===== config.mk =====
export PLATFORM = sky130hd
export DESIGN_NAME = dds_sweep_ctrl
export DESIGN_NICKNAME = d
export VERILOG_FILES = /design/src/rtl/dds_sweep_ctrl.sv
export SDC_FILE = /design/constraint.sdc
export NUM_CORES = 1
export LEC_CHECK = 0
export CAP_MARGIN = 10
export CORE_MARGIN = 4
export CORE_UTILIZATION = 56
export CTS_CLUSTER_DIAMETER = 120
export CTS_CLUSTER_SIZE = 12
export DETAILED_ROUTE_END_ITERATION = 16
export GPL_TIMING_DRIVEN = 0
export PLACE_DENSITY = 0.84
export SLEW_MARGIN = 20
export SYNTH_ARGS = -nofsm -noshare
export SYNTH_HDL_FRONTEND = slang
export SYNTH_SLANG_ARGS = --single-unit

===== constraint.sdc =====
create_clock -name clk -period 5.2 [get_ports clk]
set_input_delay 0.52 -clock clk [delete_from_list [all_inputs] [get_ports clk]]
set_output_delay 0.52 -clock clk [all_outputs]
set_load 0.01 [all_outputs]

===== src/rtl/dds_sweep_ctrl.sv =====
//------------------------------------------------------------------------------
// dds_sweep_ctrl : stepped frequency-sweep scheduler for a DDS phase accumulator.
// Optional macro DDS_SWEEP_PINGPONG_EN: continuous sweeps bounce instead of restart.
// Revision: 1.0 - initial release
//------------------------------------------------------------------------------
`default_nettype none

module dds_sweep_ctrl #(
  parameter int FW      = 32,
  parameter int DWELL_W = 24
) (
  input  logic               clk,
  input  logic               rst_n,
  input  logic [FW-1:0]      cfg_start_freq,
  input  logic [FW-1:0]      cfg_stop_freq,
  input  logic [FW-1:0]      cfg_step,
  input  logic [DWELL_W-1:0] cfg_dwell,
  input  logic               cfg_continuous,
  input  logic               start,
  input  logic               abort,
  output logic [FW-1:0]      freq_out,
  output logic               busy,
  output logic               point_tick,
  output logic [15:0]        point_idx,
  output logic               done
);

  typedef enum logic [0:0] {
    S_IDLE  = 1'b0,
    S_DWELL = 1'b1
  } state_t;

  state_t             r_state;
  state_t             w_state_nxt;

  logic [FW-1:0]      r_start_f;
  logic [FW-1:0]      r_stop_f;
  logic [FW-1:0]      r_step;
  logic [DWELL_W-1:0] r_dwell_m1;
  logic               r_cont;
  logic [DWELL_W-1:0] r_cnt;
  logic [FW-1:0]      r_freq;
  logic [15:0]        r_idx;
  logic               r_tick;
  logic               r_done;

  logic [DWELL_W-1:0] w_cnt_nxt;
  logic [FW-1:0]      w_freq_nxt;
  logic [15:0]        w_idx_nxt;
  logic               w_tick_nxt;
  logic               w_done_nxt;
  logic               w_load;
  logic [DWELL_W-1:0] w_dwell_m1_cfg;
  logic [FW:0]        w_sum;
  logic               w_up_end;

  // A dwell of zero behaves exactly like a dwell of one.
  assign w_dwell_m1_cfg = (cfg_dwell == '0) ? '0 : cfg_dwell - DWELL_W'(1);

  assign w_sum    = {1'b0, r_freq} + {1'b0, r_step};
  assign w_up_end = w_sum[FW] | (w_sum[FW-1:0] > r_stop_f) |
                    (r_step == '0) | (r_start_f > r_stop_f);

`ifdef DDS_SWEEP_PINGPONG_EN
  logic        r_down;
  logic        w_down_nxt;
  logic [FW:0] w_diff;
  logic        w_dn_end;

  assign w_diff   = {1'b0, r_freq} - {1'b0, r_step};
  assign w_dn_end = w_diff[FW] | (w_diff[FW-1:0] < r_start_f) |
                    (r_step == '0) | (r_start_f > r_stop_f);
`endif

  always_comb begin
    w_state_nxt = r_state;
    w_cnt_nxt   = r_cnt;
    w_freq_nxt  = r_freq;
    w_idx_nxt   = r_idx;
    w_tick_nxt  = 1'b0;
    w_done_nxt  = 1'b0;
    w_load      = 1'b0;
`ifdef DDS_SWEEP_PINGPONG_EN
    w_down_nxt  = r_down;
`endif
    case (r_state)
      S_IDLE: begin
        if (start && !abort) begin
          w_state_nxt = S_DWELL;
          w_load      = 1'b1;
          w_freq_nxt  = cfg_start_freq;
          w_idx_nxt   = 16'd0;
          w_tick_nxt  = 1'b1;
          w_cnt_nxt   = w_dwell_m1_cfg;
`ifdef DDS_SWEEP_PINGPONG_EN
          w_down_nxt  = 1'b0;
`endif
        end
      end
      S_DWELL: begin
        if (abort) begin
          w_state_nxt = S_IDLE;
        end else if (r_cnt != '0) begin
          w_cnt_nxt = r_cnt - DWELL_W'(1);
        end else begin
          // Every branch below starts a new point except single-sweep completion.
          w_cnt_nxt  = r_dwell_m1;
          w_tick_nxt = 1'b1;
          w_idx_nxt  = r_idx + 16'd1;
`ifdef DDS_SWEEP_PINGPONG_EN
          if (!r_down) begin
            if (!w_up_end) begin
              w_freq_nxt = w_sum[FW-1:0];
            end else if (!r_cont) begin
              w_state_nxt = S_IDLE;
              w_done_nxt  = 1'b1;
              w_tick_nxt  = 1'b0;
              w_idx_nxt   = r_idx;
            end else if (!w_dn_end) begin
              w_freq_nxt = w_diff[FW-1:0];
              w_down_nxt = 1'b1;
            end else begin
              w_freq_nxt = r_start_f;
            end
          end else begin
            if (!w_dn_end) begin
              w_freq_nxt = w_diff[FW-1:0];
            end else if (!w_up_end) begin
              w_freq_nxt = w_sum[FW-1:0];
              w_down_nxt = 1'b0;
            end else begin
              w_freq_nxt = r_start_f;
              w_down_nxt = 1'b0;
            end
          end
`else
          if (!w_up_end) begin
            w_freq_nxt = w_sum[FW-1:0];
          end else if (!r_cont) begin
            w_state_nxt = S_IDLE;
            w_done_nxt  = 1'b1;
            w_tick_nxt  = 1'b0;
            w_idx_nxt   = r_idx;
          end else begin
            w_freq_nxt = r_start_f;
          end
`endif
        end
      end
      default: w_state_nxt = S_IDLE;
    endcase
  end

  always_ff @(posedge clk or negedge rst_n) begin
    if (!rst_n) begin
      r_state    <= S_IDLE;
      r_start_f  <= '0;
      r_stop_f   <= '0;
      r_step     <= '0;
      r_dwell_m1 <= '0;
      r_cont     <= 1'b0;
      r_cnt      <= '0;
      r_freq     <= '0;
      r_idx      <= '0;
      r_tick     <= 1'b0;
      r_done     <= 1'b0;
`ifdef DDS_SWEEP_PINGPONG_EN
      r_down     <= 1'b0;
`endif
    end else begin
      r_state <= w_state_nxt;
      r_cnt   <= w_cnt_nxt;
      r_freq  <= w_freq_nxt;
      r_idx   <= w_idx_nxt;
      r_tick  <= w_tick_nxt;
      r_done  <= w_done_nxt;
`ifdef DDS_SWEEP_PINGPONG_EN
      r_down  <= w_down_nxt;
`endif
      if (w_load) begin
        r_start_f  <= cfg_start_freq;
        r_stop_f   <= cfg_stop_freq;
        r_step     <= cfg_step;
        r_dwell_m1 <= w_dwell_m1_cfg;
        r_cont     <= cfg_continuous;
      end
    end
  end

  assign freq_out   = r_freq;
  assign busy       = (r_state == S_DWELL);
  assign point_tick = r_tick;
  assign point_idx  = r_idx;
  assign done       = r_done;

endmodule

`default_nettype wire


* Word-level counts from Yosys, hierarchy flattened
Cells that the tools add are included.
** Cells by class
- Add/sub/neg operators :: 4
- Magnitude comparators :: 2
- Eq/ne operators :: 4
- Mux-type cells :: 32
- Bitwise operators :: 4
- Reduce and logical (&&, ||, !) cells :: 7
** Operator list (number)
- two-way mux 32 bit :: 5
- two-way mux 24 bit :: 4
- two-way mux 16 bit :: 5
- greater-than comparator 32 bit :: 2
- one-hot mux 32 bit (2 select lines) :: 1
- one-hot mux 24 bit (2 select lines) :: 1
- subtractor 24 x 1 -> 24 bit, second input constant :: 2
- adder 32 x 32 -> 33 bit :: 1
- logical NOT 32 bit :: 1
- one-hot mux 16 bit (2 select lines) :: 1
- logical NOT 24 bit :: 1
- nonzero test 24 bit :: 1
- adder 16 x 1 -> 16 bit, second input constant :: 1
- two-way mux 1 bit :: 13
- inequality test 2 bit, second input constant :: 3
- one-hot mux 1 bit (2 select lines) :: 2
- AND reduction 4 bit :: 1
- inequality test 3 bit, second input constant :: 1
- OR 1 bit :: 3
- AND reduction 2 bit :: 1
- logical AND 1 bit :: 1
- logical NOT 1 bit :: 1
- inverter 1 bit :: 1
** Word-level totals
- Flip-flop bits (word level) :: 196
- Input bits :: 125
- Output and inout port bits :: 51
- Logic and storage cells :: 64

* Logic depth before layout (Yosys ltp)
- Depth after elaboration :: 9
- Mapped depth :: 22
- Depth with buffers taken out :: 20

* Worst setup path after synthesis
Ideal clock, no wire load.
- Path kind :: register -> register
- From :: reg r_freq[1] (netlist: freq_out[1])
- To :: reg r_freq[0] (netlist: freq_out[0])
- Setup time :: 0.125 ns
- Data arrival time :: 4.541 ns
- Data required time :: 5.075 ns
- Setup slack :: 0.534 ns
- Stages on the path, launching flop included :: 20
- Path buffers :: 1
- Period minus slack after synthesis :: 4.666 ns
- Cell sequence :: dfrtp_1 > ha_1 > a211oi_1 > nor2_1 > a2111oi_0 > nor2_1 > a2111oi_0 > nor3_1 > ha_1 > a21o_1 > a21o_1 > a22o_1 > o211ai_1 > a31oi_1 > a211o_1 > o21ai_4 > nand2_4 > inv_4 > buf_6 > mux2_2
** Between the ends
- Longest elaborated chain between the ends :: 9
- Elaborated cells between the ends (all ways) :: 11
- Classes of those cells :: 1 x add/sub; 1 x order compare; 1 x eq/ne; 4 x mux; 3 x bitwise; 1 x reduce/logical
** Ends and longest elaborated chain
- from (decl) :: line 42 : logic [FW-1:0] r_freq;
- from (signal assigned) :: line 173 : r_freq <= w_freq_nxt;
- adder 32 x 32 -> 33 bit * :: line 60 : assign w_sum = {1'b0, r_freq} + {1'b0, r_step};
- greater-than comparator 32 bit :: line 61 : assign w_up_end = w_sum[FW] | (w_sum[FW-1:0] > r_stop_f) |
- OR 1 bit * (2 in series) :: line 61
- OR 1 bit * :: line 62 : (r_step == '0) | (r_start_f > r_stop_f);
- two-way mux 32 bit :: line 137 : if (!w_up_end) begin
- two-way mux 32 bit :: line 103 : end else if (r_cnt != '0) begin
- two-way mux 32 bit :: line 101 : if (abort) begin
- one-hot mux 32 bit (2 select lines) :: line 86 : case (r_state)
Mark *: on every way between the ends. The rest lies on a longest branch, timed or not. The select of a mux whose other input is x is not followed.
A chain may end at the register's enable or synchronous reset.

* Final worst setup path
- From :: reg r_freq[1] (netlist: freq_out[1])
- To :: reg r_freq[10] (netlist: freq_out[10])
** Between the ends
- Longest elaborated chain between the ends :: 9
- Elaborated cells between the ends (all ways) :: 11
- Classes of those cells :: 1 x add/sub; 1 x order compare; 1 x eq/ne; 4 x mux; 3 x bitwise; 1 x reduce/logical
** Ends and longest elaborated chain (line)
- adder 32 x 32 -> 33 bit * :: 60
- greater-than comparator 32 bit :: 61
- OR 1 bit (2 in series) :: 61
- OR 1 bit :: 62
- two-way mux 32 bit :: 137
- two-way mux 32 bit :: 103
- two-way mux 32 bit :: 101
- one-hot mux 32 bit (2 select lines) :: 86
Marked as above.

==> impl_metrics.json <==
{
  "worstHoldStart": "r_dwell_m1[8]",
  "cts-root-buf": "clkbuf_16",
  "ys_async_sr_fraction_pct": 100,
  "ys_ff_latch": 196,
  "diodes": 0,
  "p_sw_uw": 3840,
  "dr.pass1.iters": 5,
  "start_kind": "register",
  "period_minus_slack_ns": 5.17,
  "fin_cells": 2153,
  "start_util_pct": 57.4,
  "route.vias.total": 13436,
  "pin_count": 176,
  "final-setup-viol-count": 0,
  "grt.total_usage_pct": 32.8,
  "cp.required_ns": 5.54,
  "portBuffers": 174,
  "peakVddDrop_uv": 271,
  "yosysSeqAreaShare_pct": 37.4,
  "ys_types": 73,
  "synthAdderAreaFrac_pct": 9.69,
  "fin_util_pct": 71.6,
  "status": "complete, no violations",
  "crit_slowest_cell": "a2111oi_4",
  "dp.cells": 2104,
  "chipWidth_um": 161,
  "p_comb_share_pct": 57.6,
  "switching_share_pct": 45.4,
  "max_freq_mhz": 193,
  "min_to": "r_dwell_m1[8]",
  "synthMuxAreaShare_pct": 2.37,
  "synthFlopType": "dfrtp_1",
  "syn_area_um2": 13100,
  "final_cell_mix": "nand2_1, dfrtp_1, clkdlybuf4s50_1",
  "finalPower_uw": 8460,
  "slowest_delay_ns": 0.48,
  "grt_pass1_vias": 12784,
  "tightest_slew_ns": 1.20,
  "antenna_found_initial": 0,
  "insertion_delay_ns": 0.45,
  "yosysWarnings": 0,
  "syn_to_final_growth_pct": 24.6,
  "cpLargestDelayFamily": "compound AO/OA/AOI/OAI gates",
  "fin_skew_ns": 0.0159,
  "dp_hpwl_um": 33300,
  "worstPathArrival_ns": 5.51,
  "syn_inst": 1615,
  "drt-initial-drc-count": 1328,
  "p_clk_share_pct": 16.5,
  "path_max_fanout": 10,
  "worstPathCellList": "ha_1 -> a211oi_2 -> nor2_2 -> a2111oi_4 -> nor2_4 -> and4_1 -> nor3_2 -> ha_1 -> a21o_1 -> a21o_1 -> a22o_1 -> o211ai_1 -> a31oi_4 -> a211o_4 -> o21ai_4 -> nand2_4 -> clkinv_8 -> buf_8 -> mux2_2",
  "die_area_um2": 25900,
  "grt_max_degree": 95,
  "synth_top_family_by_area": "simple AND/OR/NAND/NOR gates",
  "drc": 0,
  "p_leak_uw": 0.00713,
  "grt_pass1_wl_um": 67700,
  "seq_power_share_pct": 25.9,
  "r2r_cells": 19,
  "grt_overflow": 0,
  "avgSynthCellArea_um2": 8.13,
  "clkSinkCount": 196,
  "wirelength_um": 43800,
  "hold_violations": 0,
  "whs_path_depth": 2,
  "gp_congestion": 1.02,
  "nets": 2053,
  "core_region_area_um2": 22800,
  "clk_path_buf_depth": 2,
  "ctsHtreeMaxLevel": 4,
  "power.internal_uw": 4620,
  "r2r_end": "freq_out[10]",
  "synth_nets": 1841,
  "fp.dieH_um": 161,
  "tritoncts": "built",
  "slew_viol_final": 0,
  "cts_buffers": 17,
  "worst-r2r-setup-slack_ns": 0.03,
  "relSlewSlack_pct": 19.4,
  "final_common_cell": "nand2_1",
  "endpoint_kind": "register",
  "finalCritPeriodShare_pct": 99.4,
  "yosys.area_share.xor_xnor_pct": 3.87,
  "drive_gt1_share_pct": 7.88,
  "clk_pin_slew_worst_paths_ns": 0.08,
  "drv_cap": 0,
  "synth_edf_count": 0,
  "p_per_area_nw_per_um2": 517,
  "viasPerCell": 6.24,
  "hold_class": "register to register",
  "num_rows": 55,
  "wl_per_cell_um": 20.4,
  "synth_simple_gate_area_share_pct": 23.9,
  "path_class": "register to register",
  "crit_buf_inv": 2,
  "synth-compound-area-share_pct": 18.7,
  "reg2reg_from": "freq_out[1]",
  "ant_nets": 0
}
## worst register-to-register path, cell delays in order (launching register included)
cell       delay [ns]
dfrtp_1          0.45
ha_1             0.35
a211oi_2         0.27
nor2_2           0.13
a2111oi_4        0.48
nor2_4           0.14
and4_1           0.23
nor3_2           0.29
ha_1             0.31
a21o_1           0.19
a21o_1           0.17
a22o_1           0.23
o211ai_1         0.33
a31oi_4          0.16
a211o_4          0.37
o21ai_4          0.19
nand2_4          0.13
clkinv_8         0.12
buf_8            0.16
mux2_2           0.35
## metal layers
layer  vias up  GRT usage [%]  wire, um  part of all wire [%]
met5         -              0         0                     0
met4         0           14.8      1950                   4.4
met3       134           5.74      4370                    10
met2       802           54.8     20700                    47
met1      6323           41.8     16800                    38
li1       6177              -         -                     -
## power groups by stage
stage | Combinational (uW) | Clock (uW) | Sequential (uW)
6_report | 4880 | 1390 | 2190
5_1_grt | 5310 | 1460 | 2230
3_5_place_dp | 4330 | 0 | 2200
3_3_place_gp | 4170 | 0 | 2190
2_1_floorplan | 2860 | 0 | 2170
4_1_cts | 4520 | 1390 | 2180
## per-stage QoR
step / setup slack, ns / cell area (um^2) / hold slack (ns) / TNS, ns
6_report: 0.0308 / 16400 / 0.484 / 0
5_1_grt: -0.0596 / 16400 / 0.504 / -0.703
4_1_cts: 0.00154 / 16100 / 0.484 / 0
3_5_place_dp: -0.829 / 15300 / 0.403 / -28.54
3_3_place_gp: -4.46 / 15300 / 0.462 / -897.89
2_1_floorplan: 0.534 / 13100 / 0.224 / 0
## synthesized netlist by cell type, types with 7 or more instances
master / n / area, um^2
nand2_1: 362 / 1360
dfrtp_1: 196 / 4900
o21ai_0: 128 / 641
nor2_1: 111 / 417
a21oi_1: 107 / 536
ha_1: 100 / 1250
clkbuf_1: 70 / 263
nor3_1: 51 / 255
nand3_1: 50 / 250
inv_1: 41 / 154
a31oi_1: 35 / 219
xnor2_1: 34 / 298
mux2_2: 25 / 282
nand4_1: 25 / 156
xor2_1: 24 / 210
nor4_1: 21 / 131
o211ai_1: 19 / 143
o31ai_1: 18 / 135
and3_1: 15 / 93.8
a21o_1: 12 / 90.1
buf_2: 11 / 55.1
a211oi_1: 10 / 75.1
nor2b_1: 10 / 62.6
nand2b_1: 9 / 56.3
or3_1: 9 / 56.3
and4_1: 8 / 70.1
o21a_1: 8 / 60.1
and2_1: 7 / 43.8
## cell type report
type                            instances  area, um^2
Tap cell                              313         392
Fill cell                            1813        6490
Buffer                                 82         370
Multi-Input combinational cell       1289        7920
Timing Repair Buffer                  198        1980
Inverter                               43         174
Clock buffer                           17         425
Clock inverter                         15         190
Sequential cell                       196        4900
## logic make-up (layout without fill, tap and decap cells)
family / Yosys count / count (layout)
buffers and inverters: 130 / 355
XOR/XNOR: 58 / 58
AND/OR/NAND/NOR: 702 / 702
adder cells (fa/ha/maj): 101 / 101
flip-flops: 196 / 196
AO/OA/AOI/OAI: 400 / 400
multiplexers: 28 / 28
## repair_timing
item / CTS / global route
setup endpoints to repair: 51 / 49
endpoints found under the hold margin: 35 / 0
gates cloned: 0 / 0
buffers inserted: 4 / 17
pin swaps: 9 / 19
gates resized for setup: 33 / 38
hold buffers: 1 / 0
## state kept, by name (all words and copies together) (netlist names)
register and flops:
r_start_f 32, point_tick 1, r_step 32, freq_out 32, r_stop_f 32, r_cont 1, busy 1, r_cnt 24
done 1, r_dwell_m1 24, point_idx 16
## worst max path at each step
| stage | startpoint | to | slack (ns) | cells after the start |
|---|---|---|---|---|
| detailed placement | freq_out[1] | freq_out[12] | -0.83 | 17 |
| CTS | r_step[0] | freq_out[1] | 0.002 | 20 |
| global route | r_step[0] | freq_out[10] | -0.06 | 20 |
| floorplan | freq_out[1] | freq_out[0] | 0.53 | 19 |
| global placement | rst_n | freq_out[20] | -4.46 | 1 |
| finish | freq_out[1] | freq_out[10] | 0.03 | 19 |
No activity file was read; power rests on OpenSTA's default activity.
